File: src/rtl/pipe_stage_skid_pkg.sv
// Shared definitions for the skid-buffered pipeline stage: state encoding
// (which doubles as the occupancy count) and the default link register.
package pipe_stage_skid_pkg;

    localparam logic [1:0] ST_EMPTY = 2'd0;
    localparam logic [1:0] ST_ONE   = 2'd1;
    localparam logic [1:0] ST_FULL  = 2'd2;

    localparam logic [4:0] LINK_REG_DFLT = 5'd31;

endpackage

File: src/rtl/pipe_entry_reg.sv
// One stored pipeline entry: a load-enabled register that clears on reset.
module pipe_entry_reg #(
    parameter int W = 8
) (
    input  logic         clk,
    input  logic         reset,
    input  logic         load_i,
    input  logic [W-1:0] d_i,
    output logic [W-1:0] q_o
);

    logic [W-1:0] q_q;

    // Capture the entry when loaded, otherwise hold it.
    always_ff @(posedge clk or posedge reset) begin
        if (reset) begin
            q_q <= '0;
        end else if (load_i) begin
            q_q <= d_i;
        end
    end

    assign q_o = q_q;

endmodule

File: src/rtl/pipe_stage_skid.sv
// Inter-stage pipeline register with valid/ready handshake and a two-entry
// skid buffer. in_ready comes straight from the state register, so no
// combinational ready path crosses the stage boundary.
module pipe_stage_skid
    import pipe_stage_skid_pkg::*;
#(
    parameter int          DATA_W     = 64,
    parameter int          CTRL_W     = 12,
    parameter int          REG_ADDR_W = 5,
    parameter int unsigned LINK_REG   = int'(LINK_REG_DFLT)
) (
    input  logic                  clk,
    input  logic                  reset,
    input  logic                  in_valid,
    output logic                  in_ready,
    input  logic [DATA_W-1:0]     in_data,
    input  logic [CTRL_W-1:0]     in_ctrl,
    input  logic [REG_ADDR_W-1:0] in_wreg,
    input  logic                  in_link,
    input  logic                  flush,
    output logic                  out_valid,
    input  logic                  out_ready,
    output logic [DATA_W-1:0]     out_data,
    output logic [CTRL_W-1:0]     out_ctrl,
    output logic [REG_ADDR_W-1:0] out_wreg,
    output logic                  out_link,
    output logic [1:0]            occupancy
);

    localparam int EW = DATA_W + CTRL_W + REG_ADDR_W + 1;

    logic [1:0]            state_q, state_d;
    logic                  in_fire, out_fire;
    logic [REG_ADDR_W-1:0] wreg_sel;
    logic [EW-1:0]         cap_d;
    logic [EW-1:0]         main_d, main_q, skid_q;
    logic                  main_ld, skid_ld;
    logic [CTRL_W-1:0]     main_ctrl;

    assign in_ready  = (state_q != ST_FULL);
    assign out_valid = (state_q != ST_EMPTY);
    assign occupancy = state_q;

    assign in_fire  = in_valid & in_ready;
    assign out_fire = out_valid & out_ready;

    // Linking instructions always write the link register.
    assign wreg_sel = in_link ? REG_ADDR_W'(LINK_REG) : in_wreg;
    assign cap_d    = {in_data, in_ctrl, wreg_sel, in_link};

    // Next-state and entry-load decode; flush overrides every transition.
    always_comb begin
        state_d = state_q;
        main_ld = 1'b0;
        skid_ld = 1'b0;
        main_d  = cap_d;
        if (flush) begin
            state_d = ST_EMPTY;
        end else begin
            case (state_q)
                ST_EMPTY: begin
                    if (in_fire) begin
                        state_d = ST_ONE;
                        main_ld = 1'b1;
                    end
                end
                ST_ONE: begin
                    if (in_fire && out_fire) begin
                        main_ld = 1'b1;
                    end else if (out_fire) begin
                        state_d = ST_EMPTY;
                    end else if (in_fire) begin
                        state_d = ST_FULL;
                        skid_ld = 1'b1;
                    end
                end
                ST_FULL: begin
                    if (out_fire) begin
                        state_d = ST_ONE;
                        main_ld = 1'b1;
                        main_d  = skid_q;
                    end
                end
                default: state_d = ST_EMPTY;
            endcase
        end
    end

    // State register; reset empties the stage immediately.
    always_ff @(posedge clk or posedge reset) begin
        if (reset) begin
            state_q <= ST_EMPTY;
        end else begin
            state_q <= state_d;
        end
    end

    pipe_entry_reg #(.W(EW)) u_main (
        .clk    (clk),
        .reset  (reset),
        .load_i (main_ld),
        .d_i    (main_d),
        .q_o    (main_q)
    );

    pipe_entry_reg #(.W(EW)) u_skid (
        .clk    (clk),
        .reset  (reset),
        .load_i (skid_ld),
        .d_i    (cap_d),
        .q_o    (skid_q)
    );

    assign {out_data, main_ctrl, out_wreg, out_link} = main_q;

    // Bubbles must never carry live control (RegWrite, MemWrite) downstream.
    assign out_ctrl = main_ctrl & {CTRL_W{out_valid}};

endmodule
File: config.mk
export PLATFORM = sky130hd
export DESIGN_NAME = pipe_stage_skid
export DESIGN_NICKNAME = d
export VERILOG_FILES = /design/src/rtl/pipe_stage_skid_pkg.sv /design/src/rtl/pipe_entry_reg.sv /design/src/rtl/pipe_stage_skid.sv
export SDC_FILE = /design/constraint.sdc
export NUM_CORES = 1
export LEC_CHECK = 0
export ABC_AREA = 1
export CAP_MARGIN = 5
export CORE_MARGIN = 2
export CORE_UTILIZATION = 40
export CTS_CLUSTER_DIAMETER = 120
export DETAILED_ROUTE_END_ITERATION = 8
export PLACE_DENSITY = 0.68
export SLEW_MARGIN = 20
export SYNTH_ARGS = -nofsm -noshare
export SYNTH_HDL_FRONTEND = slang
export SYNTH_SLANG_ARGS = --single-unit
File: constraint.sdc
create_clock -name clk -period 6.2 [get_ports clk]
set_clock_uncertainty 0.2 [all_clocks]
set_input_delay 1.24 -clock clk [delete_from_list [all_inputs] [get_ports clk]]
set_output_delay 1.24 -clock clk [all_outputs]
set_load 0.02 [all_outputs]
== After elaboration in Yosys (flattened, before gate mapping) ==
Index checks and enable logic that the tools add are counted.

* Bits in registers: 166
* Output and inout port bits: 86
* Word-level logic and storage cells: 37
* Bits of input ports: 87

* Mux-type cells: 20
* Reduce and logical (&&, ||, !) cells: 4
* Bitwise gates (word level): 3
* Equality and inequality tests: 7

{| class="wikitable"
|+ Operator list
! operator !! count
|-
| 2-to-1 mux 82 bit || 3
|-
| bitwise AND 12 bit || 1
|-
| 2-to-1 mux 2 bit || 6
|-
| != test 3 bit, second input constant || 3
|-
| 2-to-1 mux 1 bit || 8
|-
| case mux 2 bit (3 select lines) || 1
|-
| 2-to-1 mux 5 bit || 1
|-
| != test 4 bit, second input constant || 1
|-
| AND reduction 4 bit || 1
|-
| case mux 1 bit (3 select lines) || 1
|-
| bitwise AND 1 bit || 2
|-
| equality test 2 x 1 -> 1 bit, second input constant || 1
|-
| equality test 2 bit, second input constant || 1
|-
| logical NOT 2 bit || 1
|-
| != test 2 bit, second input constant || 1
|-
| nonzero test 2 bit || 1
|-
| logical AND 1 bit || 1
|}

== Depth between registers and ports, before layout ==
Gate-level depths: netlist of the first run.

* Depth in word-level cells: 7
* Depth in mapped cells: 8
* Gate-level depth less buffers: 7

== Modules after synthesis ==
A second synthesis of the first run with hierarchy kept.

* Cells, all modules: 1020
* Area, all modules: 8095.3 µm²

{| class="wikitable"
|+ Modules (own cells, without submodules)
! module !! cells an instance !! times used !! area each (µm²) !! seq. area each (µm²)
|-
| pipe_entry_reg || 347 || 2 || 3126.7 || 2052.0
|-
| pipe_stage_skid || 326 || 1 || 1841.8 || 50.0
|}

== Least setup slack after synthesis of the first run ==
No wires, ideal clock.

* Kind: register to output
* From: reg state_q[1] (netlist: occupancy[1])
* To: out out_ctrl[10]
* Slack: 3.342 ns
* Stages on the path, launching flop included: 6
* Arrival: 1.418 ns
* Buffers on the path: 1
* Cell sequence: dfrtp_1 inv_1 nand2_1 inv_1 clkbuf_1 nor2_1

* Longest elaborated chain between the ends: 2

{| class="wikitable"
|+ RTL lines
! element !! line !! text
|-
| from (decl) || pipe_stage_skid.sv:32 || <nowiki>logic [1:0] state_q, state_d;</nowiki>
|-
| from (signal assigned) || pipe_stage_skid.sv:94 || <nowiki>state_q <= state_d;</nowiki>
|-
| nonzero test 2 bit || pipe_stage_skid.sv:41 || <nowiki>assign out_valid = (state_q != ST_EMPTY);</nowiki>
|-
| named net out_valid || pipe_stage_skid.sv:21 || <nowiki>output logic out_valid,</nowiki>
|-
| bitwise AND 12 bit || pipe_stage_skid.sv:117 || <nowiki>assign out_ctrl = main_ctrl & {CTRL_W{out_valid}};</nowiki>
|-
| to (decl) || pipe_stage_skid.sv:24 || <nowiki>output logic [CTRL_W-1:0] out_ctrl,</nowiki>
|}

The timed path passes the listed nets, and every way through them passes these cells.

== Worst setup path after layout of the first run ==
* From: reg state_q[1] (netlist: occupancy[1])
* To: out out_ctrl[0]

* Longest elaborated chain between the ends: 2

{| class="wikitable"
|+ RTL lines
! element !! line
|-
| nonzero test 2 bit || pipe_stage_skid.sv:41
|-
| bitwise AND 12 bit || pipe_stage_skid.sv:117
|}

No other way between the ends.

==> results of run 1 <==
## power by group
part	switching, W	internal (W)	total [W]	leakage, nW
clock	0.000448	0.000702	0.00115	0.311
sequential	0.000157	0.00140	0.00155	2.08
combinational	0.000466	0.000451	0.000917	2.70
total	0.00107	0.00255	0.00362	5.09
## cells by family (layout without fill, tap and decap cells)
logic type,count (synthesis),in the layout
AOI/OAI and AO/OA,84,84
buffers and inverters,234,318
DFF,166,166
and+or+nand+nor,528,528
## path summary, 6_finish.rpt
check	end	slack, ns	cells past startpoint
setup / recovery	out_ctrl[0]	2.47	5
hold / removal	u_main.q_o[46]	0.28	2
setup reg to reg	u_main.q_o[40]	3.89	6
hold reg to reg	u_main.q_o[46]	0.28	2
max in group asynchronous	u_skid.q_o[48]	3.52	3
min in group asynchronous	u_main.q_o[30]	1.18	2
## metal layers
metal	wire length, microns	GRT usage [%]
met5	0	0
met4	184	4.86
met3	871	3.57
met2	9200	30.6
met1	9050	25.8
## layout by cell type (no fill, tap or decap)
cell type / instances
buf_16: 1
clkbuf_16: 17
nand3_1: 84
inv_4: 1
inv_1: 99
bufinv_16: 4
nand2_1: 342
clkinvlp_4: 2
dfrtp_1: 166
nor3_1: 1
buf_4: 9
inv_6: 5
nand3b_1: 77
nand2_4: 2
inv_2: 3
o21ai_0: 1
o21ai_1: 83
clkinv_4: 2
nor2_4: 1
nand4_1: 2
nand4_4: 1
clkdlybuf4s50_1: 172
clkinv_2: 1
nor2_1: 18
clkbuf_8: 2
## worst reg2reg max path: cells and delay by family (launching register included)
family / cells / cell delay, ns
flip-flops: 1 / 0.54
buffers and inverters: 1 / 0.50
AND/OR/NAND/NOR: 5 / 0.96
## cell usage after synthesis
master | instances | area (sq um)
inv_1 | 100 | 375
nand3b_1 | 77 | 578
nor2_1 | 19 | 71.3
clkbuf_1 | 15 | 56.3
nand4_2 | 1 | 12.5
nor3_1 | 1 | 5.00
o21ai_1 | 83 | 415
buf_4 | 86 | 646
buf_2 | 29 | 145
nand4_1 | 2 | 12.5
dfrtp_1 | 166 | 4150
o21ai_0 | 1 | 5.00
nand2_1 | 344 | 1290
nand3_1 | 84 | 420
inv_2 | 4 | 15.0
## layout make-up
cell class	count	area, sq um	area share [%]
clock buffer	19	453	4.44
clock inverter	13	193	1.89
inverter	104	398	3.90
multi-input combinational	612	2840	27.9
sequential	166	4150	40.7
tap	270	338	3.31
timing repair buffer	182	1820	17.8
## state kept, by name, summed over array words and instances (netlist names)
signal      flops
u_main.q_o     82
u_skid.q_o     82
occupancy       2
## per-stage QoR
stage / hold WS [ns] / setup WS, ns / area (sq um)
detailed placement: 0.264 / 2.16 / 9520
global placement: 0.261 / 2.10 / 9520
finish: 0.277 / 2.47 / 10200
floorplan: 0.249 / 0.270 / 8200
global route: 0.301 / 2.32 / 10200
CTS: 0.283 / 2.44 / 10200
==> summary.txt, run 1 <==
Status
  • Run status: completed

Die
  • Die ar.: 21700 sq um
  • I/O pins: 173
  • Die height: 147 microns
  • Initial Util: 40.7%
  • FP Rows: 52
  • Core ar.: 20200 sq um
  • Die width: 147 microns

Global route
  • GR Overflow Total: 0
  • Largest net degree at the start of global routing: 97
  • Vias in the first global route: 6324
  • First-pass GRT wire length: 32700 microns
  • Total track usage: 18.7%
  • Initial antenna violation count: 0

Logic synthesis
  • Seq cells post-synth: 166
  • Cells after Synth: 1012
  • Syn. warnings: 0
  • Post-synthesis compound-gate area fraction: 5.13%
  • Multiplexer area fraction after synthesis: 0%
  • Adder-cell area share of the yosys netlist: 0%
  • Mapped cell area: 8200 sq um
  • Largest family of logic cells by synthesized area: simple AND/OR/NAND/NOR gates
  • Seq/Total Area, Yosys: 50.6%
  • Simple-Gate Fraction of Synth Area: 29.1%
  • Cell variety after synth: 15
  • Mean Syn Cell Area: 8.11 sq um
  • XOR/XNOR Fraction of Synth Area: 0%
  • Post-Syn Nets: 1099

Critical path
  • Max incr delay on CP: 0.67 ns
  • WP buf/inv: 3
  • Worst-path fanout max: 13
  • Cell family with most CP delay: buffers and inverters
  • CP dominant cell by count: inv_1
  • CP startpoint: occupancy[1]
  • WP data required: 4.76 ns
  • Crit-path cells: inv_1, nand2_1, inv_1, nor2_1, clkdlybuf4s50_1
  • Worst reg2reg path startpoint: occupancy[1]
  • Crit Path Class: flop to primary output
  • Setup crit end kind: primary output
  • Worst Path Arrival: 2.29 ns
  • CP max-delay cell: clkdlybuf4s50_1
  • CP startpoint kind: flop

STA
  • Final setup viols: 0
  • Final hold vios: 0
  • Fmax achieved: 268 MHz
  • Slew margin rel.: 35.5%
  • Measured slew at the worst slew-check pin: 0.967 ns
  • Fin Setup TNS: 0 ns
  • Max Slew Vio Count: 0
  • RSZ-0062 raised after global routing: no
  • Final cycle utilization of the critical path: 60.2%
  • Final min period: 3.73 ns

Clock tree
  • Clock latency on the worst-skew pair: 0.43 ns
  • Gates resized, CTS repair: 0
  • CTS Buf Count: 17
  • CTS sink cnt: 166
  • Hold Buf Count CTS: 0
  • Post-CTS Setup Inserts: 0
  • Clk slew on worst S/H paths: 0.06 ns
  • Root Driver: clkbuf_16
  • Clk buf depth: 2
  • CTS tree: built
  • CTS H-Tree Depth: 4

Power and ir drop
  • Design Power: 0.00362 W
  • P per Cell Area: 355 nW/um^2
  • Leakage: 5.09 nW
  • Peak VDD IR: 0.191 mV

Cells and area
  • FILL cells: 1915
  • Nets@finish: 1170
  • Number of diodes: 0
  • Area delta synth->final: 24.3%
  • Share of cells above drive strength 1: 4.65%
  • Layout Utilization: 50.5%
  • Fin cells: 1366

Routing
  • Final WL: 19300 microns
  • Drt drc: 0
  • Initial DRC Count: 416
  • Vias per std cell: 4.75
  • ANT nets after route: 0
  • First-pass iteration count of the detailed router: 5
  • Routed WL per cell: 14.1 microns
  • DR vias: 6484

Placement
  • DP HPWL: 11800 microns
  • Placed cells: 1333
  • PortBufs: 172
  • Gp weighted congestion: 0.720

Worst hold path
  • Hold Crit Class: flop to flop
  • Min-delay src: u_main.q_o[46]

Job
  • Number of max-cap violations: 0
Note: power is estimated with default switching activity, not from simulation.
==> inputs of run 2 (changes only) <==
==> constraint.sdc (replaced) <==
create_clock -name clk -period 3.4 [get_ports clk]
set_clock_uncertainty 0.2 [all_clocks]
set_input_delay 0.68 -clock clk [delete_from_list [all_inputs] [get_ports clk]]
set_output_delay 0.68 -clock clk [all_outputs]
set_load 0.02 [all_outputs]
==> summary.txt, run 2 (synthesis results as in run 1) <==
Clock tree
  • CTS sink cnt: 166 (unchanged)
  • Clock latency on the worst-skew pair: 0.42 ns (was 0.43 ns)
  • Root Driver: clkbuf_16 (unchanged)
  • CTS H-Tree Depth: 4 (unchanged)
  • CTS Buf Count: 17 (unchanged)
  • Post-CTS Setup Inserts: 0 (unchanged)
  • Gates resized, CTS repair: 0 (unchanged)
  • Clk slew on worst S/H paths: 0.06 ns (about the same)
  • Hold Buf Count CTS: 0 (unchanged)
  • CTS tree: built (unchanged)
  • Clk buf depth: 2 (unchanged)

Global route
  • Largest net degree at the start of global routing: 88 (was 97)
  • First-pass GRT wire length: 32600 microns (was 32700 microns)
  • Vias in the first global route: 6333 (was 6324)
  • Total track usage: 18.7% (about the same)
  • Initial antenna violation count: 0 (unchanged)
  • GR Overflow Total: 0 (unchanged)

Die
  • FP Rows: 52 (unchanged)
  • Die width: 147 microns (unchanged)
  • Die ar.: 21700 sq um (unchanged)
  • Die height: 147 microns (unchanged)
  • Core ar.: 20200 sq um (unchanged)
  • I/O pins: 173 (unchanged)
  • Initial Util: 40.7% (unchanged)

Critical path
  • Worst Path Arrival: 2.27 ns (was 2.29 ns)
  • Worst reg2reg path startpoint: occupancy[0] (was occupancy[1])
  • Crit Path Class: flop to primary output (unchanged)
  • Worst r2r path cells: 8 (was 6)
  • WP data required: 2.52 ns (was 4.76 ns)
  • Setup crit end kind: primary output (unchanged)
  • Worst-path fanout max: 13 (unchanged)
  • CP startpoint kind: flop (unchanged)
  • Worst reg2reg path endpoint: u_main.q_o[4] (was u_main.q_o[40])
  • Reg2reg setup slack: 1.38 ns (was 3.89 ns)

Routing
  • DR vias: 6454 (was 6484)
  • Initial DRC Count: 443 (was 416)
  • Routed WL per cell: 14.0 microns (was 14.1 microns)
  • Drt drc: 0 (unchanged)
  • First-pass iteration count of the detailed router: 5 (unchanged)
  • ANT nets after route: 0 (unchanged)
  • Vias per std cell: 4.70 (was 4.75)
  • Final WL: 19200 microns (was 19300 microns)

Cells and area
  • Most common cell after layout, fill and taps aside: nand2_1 (unchanged)
  • Most frequent cells in the layout: nand2_1 (342), clkdlybuf4s50_1 (172), dfrtp_1 (166), inv_1 (99), nand3_1 (84) (unchanged)
  • Layout Utilization: 51.0% (was 50.5%)
  • Number of diodes: 0 (unchanged)
  • FILL cells: 1935 (was 1915)
  • Nets@finish: 1178 (was 1170)
  • Cell area after layout: 10300 sq um (was 10200 sq um)
  • Area delta synth->final: 25.3% (was 24.3%)
  • Fin cells: 1373 (was 1366)
  • Share of cells above drive strength 1: 5.08% (was 4.65%)

STA
  • Slew margin rel.: 40.1% (was 35.5%)
  • Final hold vios: 0 (unchanged)
  • Fin Setup TNS: 0 ns (unchanged)
  • Measured slew at the worst slew-check pin: 0.899 ns (was 0.967 ns)
  • Hold_ws: 0.277 ns (about the same)
  • Fmax achieved: 318 MHz
  • Final setup viols: 0 (unchanged)
  • Max Slew Vio Count: 0 (unchanged)
  • Final cycle utilization of the critical path: 92.6%
  • Final min period: 3.15 ns
  • RSZ-0062 raised after global routing: no (unchanged)

Worst hold path
  • Endpoint, Worst Hold: u_main.q_o[53] (was u_main.q_o[46])
  • Hold depth: 2 (unchanged)
  • Min-delay src: u_main.q_o[53] (was u_main.q_o[46])
  • Hold Crit Class: flop to flop (unchanged)

Placement
  • PortBufs: 172 (unchanged)
  • Area after DPL: 9670 sq um (was 9520 sq um)
  • Placed cells: 1342 (was 1333)
  • Gp weighted congestion: 0.753 (was 0.720)
  • DP HPWL: 12100 microns (was 11800 microns)

Power and ir drop
  • Peak VDD IR: 0.296 mV (was 0.191 mV)
  • P per Cell Area: 634 nW/um^2 (was 355 nW/um^2)
  • Leakage: 5.14 nW (was 5.09 nW)

Job
  • Number of max-cap violations: 0 (unchanged)

Status
  • Run status: completed (unchanged)
-- run 2: power breakdown --
| group | internal, W | switching (W) |
|---|---|---|
| clock | 0.00120 | 0.000798 |
| combinational | 0.000841 | 0.000846 |
| sequential | 0.00255 | 0.000291 |
| total | 0.00459 | 0.00193 |
-- run 2: per-layer routing --
metal	share of wire, %	wire length [microns]	up-vias	track usage [%]
met4	1.7	330	0	6.01
met3	4.8	929	22	3.26
met1	47	9030	2990	25.8
met2	47	8950	184	30.2
li1	-	-	3258	-
met5	0	0	-	0
-- run 2: how the worst max path moves through the flow --
stage | from | endpoint | slack (ns) | depth (start not counted)
2_1_floorplan | reset | occupancy[0] | 0.41 | 1
4_1_cts | occupancy[1] | out_ctrl[5] | 0.19 | 5
3_3_place_gp | occupancy[1] | out_ctrl[6] | 0.66 | 5
6_report | occupancy[1] | out_ctrl[6] | 0.25 | 5
5_1_grt | occupancy[1] | out_ctrl[6] | 0.08 | 5
3_5_place_dp | flush | u_main.q_o[10] | 0.64 | 9
-- run 2: worst max-delay path, stage by stage (launching register included) --
cell	delay, ns
dfrtp_1	0.49
inv_1	0.10
nand2_1	0.13
inv_1	0.23
nor2_1	0.24
clkdlybuf4s50_1	0.65
-- run 2: per-stage QoR --
| stage | power, W | setup slack, ns |
|---|---|---|
| after floorplan | 0.00408 | 0.407 |
| after global placement | 0.00452 | 0.659 |
| after detailed placement | 0.00457 | 0.637 |
| after CTS | 0.00659 | 0.195 |
| after global routing | 0.00691 | 0.0814 |
| final | 0.00652 | 0.251 |
-- run 2: layout make-up --
cell class / instances / area (sq um) / area share [%]
sequential: 166 / 4150 / 40.4
multi-input combinational: 612 / 2840 / 27.7
timing repair buffer: 190 / 1940 / 18.9
clock buffer: 21 / 460 / 4.48
inverter: 104 / 394 / 3.83
tap: 270 / 338 / 3.29
clock inverter: 10 / 146 / 1.42
==> inputs of run 3 (changes only) <==
--- a/config.mk
+++ b/config.mk
@@ -11,7 +11,7 @@
 export CORE_UTILIZATION = 40
 export CTS_CLUSTER_DIAMETER = 120
 export DETAILED_ROUTE_END_ITERATION = 8
-export PLACE_DENSITY = 0.68
+export DONT_BUFFER_PORTS = 1
 export SLEW_MARGIN = 20
 export SYNTH_ARGS = -nofsm -noshare
 export SYNTH_HDL_FRONTEND = slang
==> summary.txt, run 3 (synthesis results as in run 1) <==
Status
  • Run status: completed (unchanged)

Critical path
  • CP max-delay cell: dfrtp_1 (was clkdlybuf4s50_1)
  • Max incr delay on CP: 0.60 ns (was 0.65 ns)
  • CP dominant cell by count: inv_1 (unchanged)
  • Worst Path Arrival: 2.13 ns (was 2.27 ns)
  • Worst-path fanout max: 13 (unchanged)
  • CP startpoint kind: flop (unchanged)
  • Crit-path cells: inv_1, nand2_1, inv_1, nor2_1 (was inv_1, nand2_1, inv_1, nor2_1, clkdlybuf4s50_1)
  • Crit Path Class: flop to primary output (unchanged)
  • WP data required: 2.52 ns (about the same)
  • Setup crit end kind: primary output (unchanged)

STA
  • RSZ-0062 raised after global routing: no (unchanged)
  • Final setup viols: 0 (unchanged)
  • Slew margin rel.: 34.1% (was 40.1%)
  • Measured slew at the worst slew-check pin: 0.988 ns (was 0.899 ns)
  • Final min period: 3.01 ns (was 3.15 ns)
  • Max Slew Vio Count: 0 (unchanged)
  • Fmax achieved: 332 MHz (was 318 MHz)
  • Fin Setup TNS: 0 ns (unchanged)
  • Final cycle utilization of the critical path: 88.5% (was 92.6%)
  • Final hold vios: 0 (unchanged)

Placement
  • DP HPWL: 10800 microns (was 12100 microns)
  • Gp weighted congestion: 0.832 (was 0.753)
  • PortBufs: 0 (was 172)
  • Area after DPL: 7850 sq um (was 9670 sq um)

Cells and area
  • Most common cell after layout, fill and taps aside: nand2_1 (unchanged)
  • Number of diodes: 0 (unchanged)
  • Area delta synth->final: 3.19% (was 25.3%)
  • Share of cells above drive strength 1: 5.42% (was 5.08%)
  • Cell area after layout: 8460 sq um (was 10300 sq um)
  • Nets@finish: 998 (was 1178)
  • Most frequent cells in the layout: nand2_1 (342), dfrtp_1 (166), inv_1 (99), nand3_1 (84), o21ai_1 (83) (was nand2_1 (342), clkdlybuf4s50_1 (172), dfrtp_1 (166), inv_1 (99), nand3_1 (84))

Die
  • FP Rows: 52 (unchanged)
  • Initial Util: 40.7% (unchanged)
  • I/O pins: 173 (unchanged)
  • Die ar.: 21700 sq um (unchanged)
  • Die height: 147 microns (unchanged)
  • Core ar.: 20200 sq um (unchanged)
  • Die width: 147 microns (unchanged)

Clock tree
  • CTS Buf Count: 17 (unchanged)
  • Clk buf depth: 2 (unchanged)
  • Clk slew on worst S/H paths: 0.07 ns (was 0.06 ns)
  • Hold Buf Count CTS: 0 (unchanged)
  • Gates resized, CTS repair: 0 (unchanged)
  • CTS tree: built (unchanged)
  • Clock latency on the worst-skew pair: 0.42 ns (about the same)
  • Root Driver: clkbuf_16 (unchanged)
  • Post-CTS Setup Inserts: 0 (unchanged)
  • CTS H-Tree Depth: 4 (unchanged)
  • CTS sink cnt: 166 (unchanged)

Routing
  • Initial DRC Count: 370 (was 443)
  • First-pass iteration count of the detailed router: 5 (unchanged)
  • Routed WL per cell: 15.8 microns (was 14.0 microns)
  • ANT nets after route: 0 (unchanged)
  • Drt drc: 0 (unchanged)
  • DR vias: 5873 (was 6454)
  • Vias per std cell: 4.92 (was 4.70)
  • Final WL: 18900 microns (was 19200 microns)

Power and ir drop
  • P per Cell Area: 714 nW/um^2 (was 634 nW/um^2)
  • Peak VDD IR: 0.308 mV (was 0.296 mV)
  • Leakage: 4.42 nW (was 5.14 nW)

Global route
  • Total track usage: 18.4% (was 18.7%)
  • Initial antenna violation count: 0 (unchanged)
  • Vias in the first global route: 5802 (was 6333)
  • First-pass GRT wire length: 31600 microns (was 32600 microns)
  • GR Overflow Total: 0 (unchanged)
  • Largest net degree at the start of global routing: 106 (was 88)

Job
  • Number of max-cap violations: 0 (unchanged)

Worst hold path
  • Hold Crit Class: input port to async pin (was flop to flop)
==> run 3: path summary, 6_finish.rpt <==
check	from	endpoint	slack (ns)	cells after the start
max in group asynchronous	reset	u_main.q_o[52]	2.22	2
hold reg to reg	u_main.q_o[12]	u_main.q_o[12]	0.28	2
setup reg to reg	occupancy[1]	u_main.q_o[30]	1.23	7
hold / removal	reset	u_skid.q_o[75]	0.09	2
min in group clk	in_data[0]	u_skid.q_o[18]	0.21	2
setup / recovery	occupancy[1]	out_ctrl[10]	0.39	4
==> run 3: per-layer routing <==
layer	track usage [%]	routed length (microns)
met5	0	0
met4	6.06	364
met3	5.09	1080
met2	28.9	8720
met1	24.6	8720
==> run 3: report_power, final <==
part / switching (W) / internal [W]
logic: 0.000519 / 0.000411
clock network: 0.000836 / 0.00119
registers: 0.000548 / 0.00254
total: 0.00190 / 0.00414
==> run 3: layout make-up <==
cell class	count	area (sq um)
Clock buffer	18	439
Sequential cell	166	4150
Tap cell	270	338
Timing Repair Buffer	10	125
Fill cell	2058	11700
Multi-Input combinational cell	612	2840
Clock inverter	13	171
Inverter	104	394
==> run 3: per-stage QoR <==
stage | utilization, % | worst slack, ns | total power, W | cells | hold slack [ns]
4_1_cts | 42.0 | 0.365 | 0.00612 | 1193 | 0.125
2_1_floorplan | - | 0.407 | 0.00408 | 1012 | 0.249
5_1_grt | 42.0 | 0.207 | 0.00644 | 1193 | 0.126
3_3_place_gp | 38.9 | 0.867 | 0.00403 | 1162 | 0.263
6_report | 42.0 | 0.390 | 0.00604 | 1193 | 0.0869
3_5_place_dp | 38.9 | 0.818 | 0.00407 | 1162 | 0.266
==> run 3: critical path, delay by kind of cell, from the launching register on <==
family                 cells  cell delay, ns
buffers and inverters      2            0.44
DFF                        1            0.60
and+or+nand+nor            2            0.66
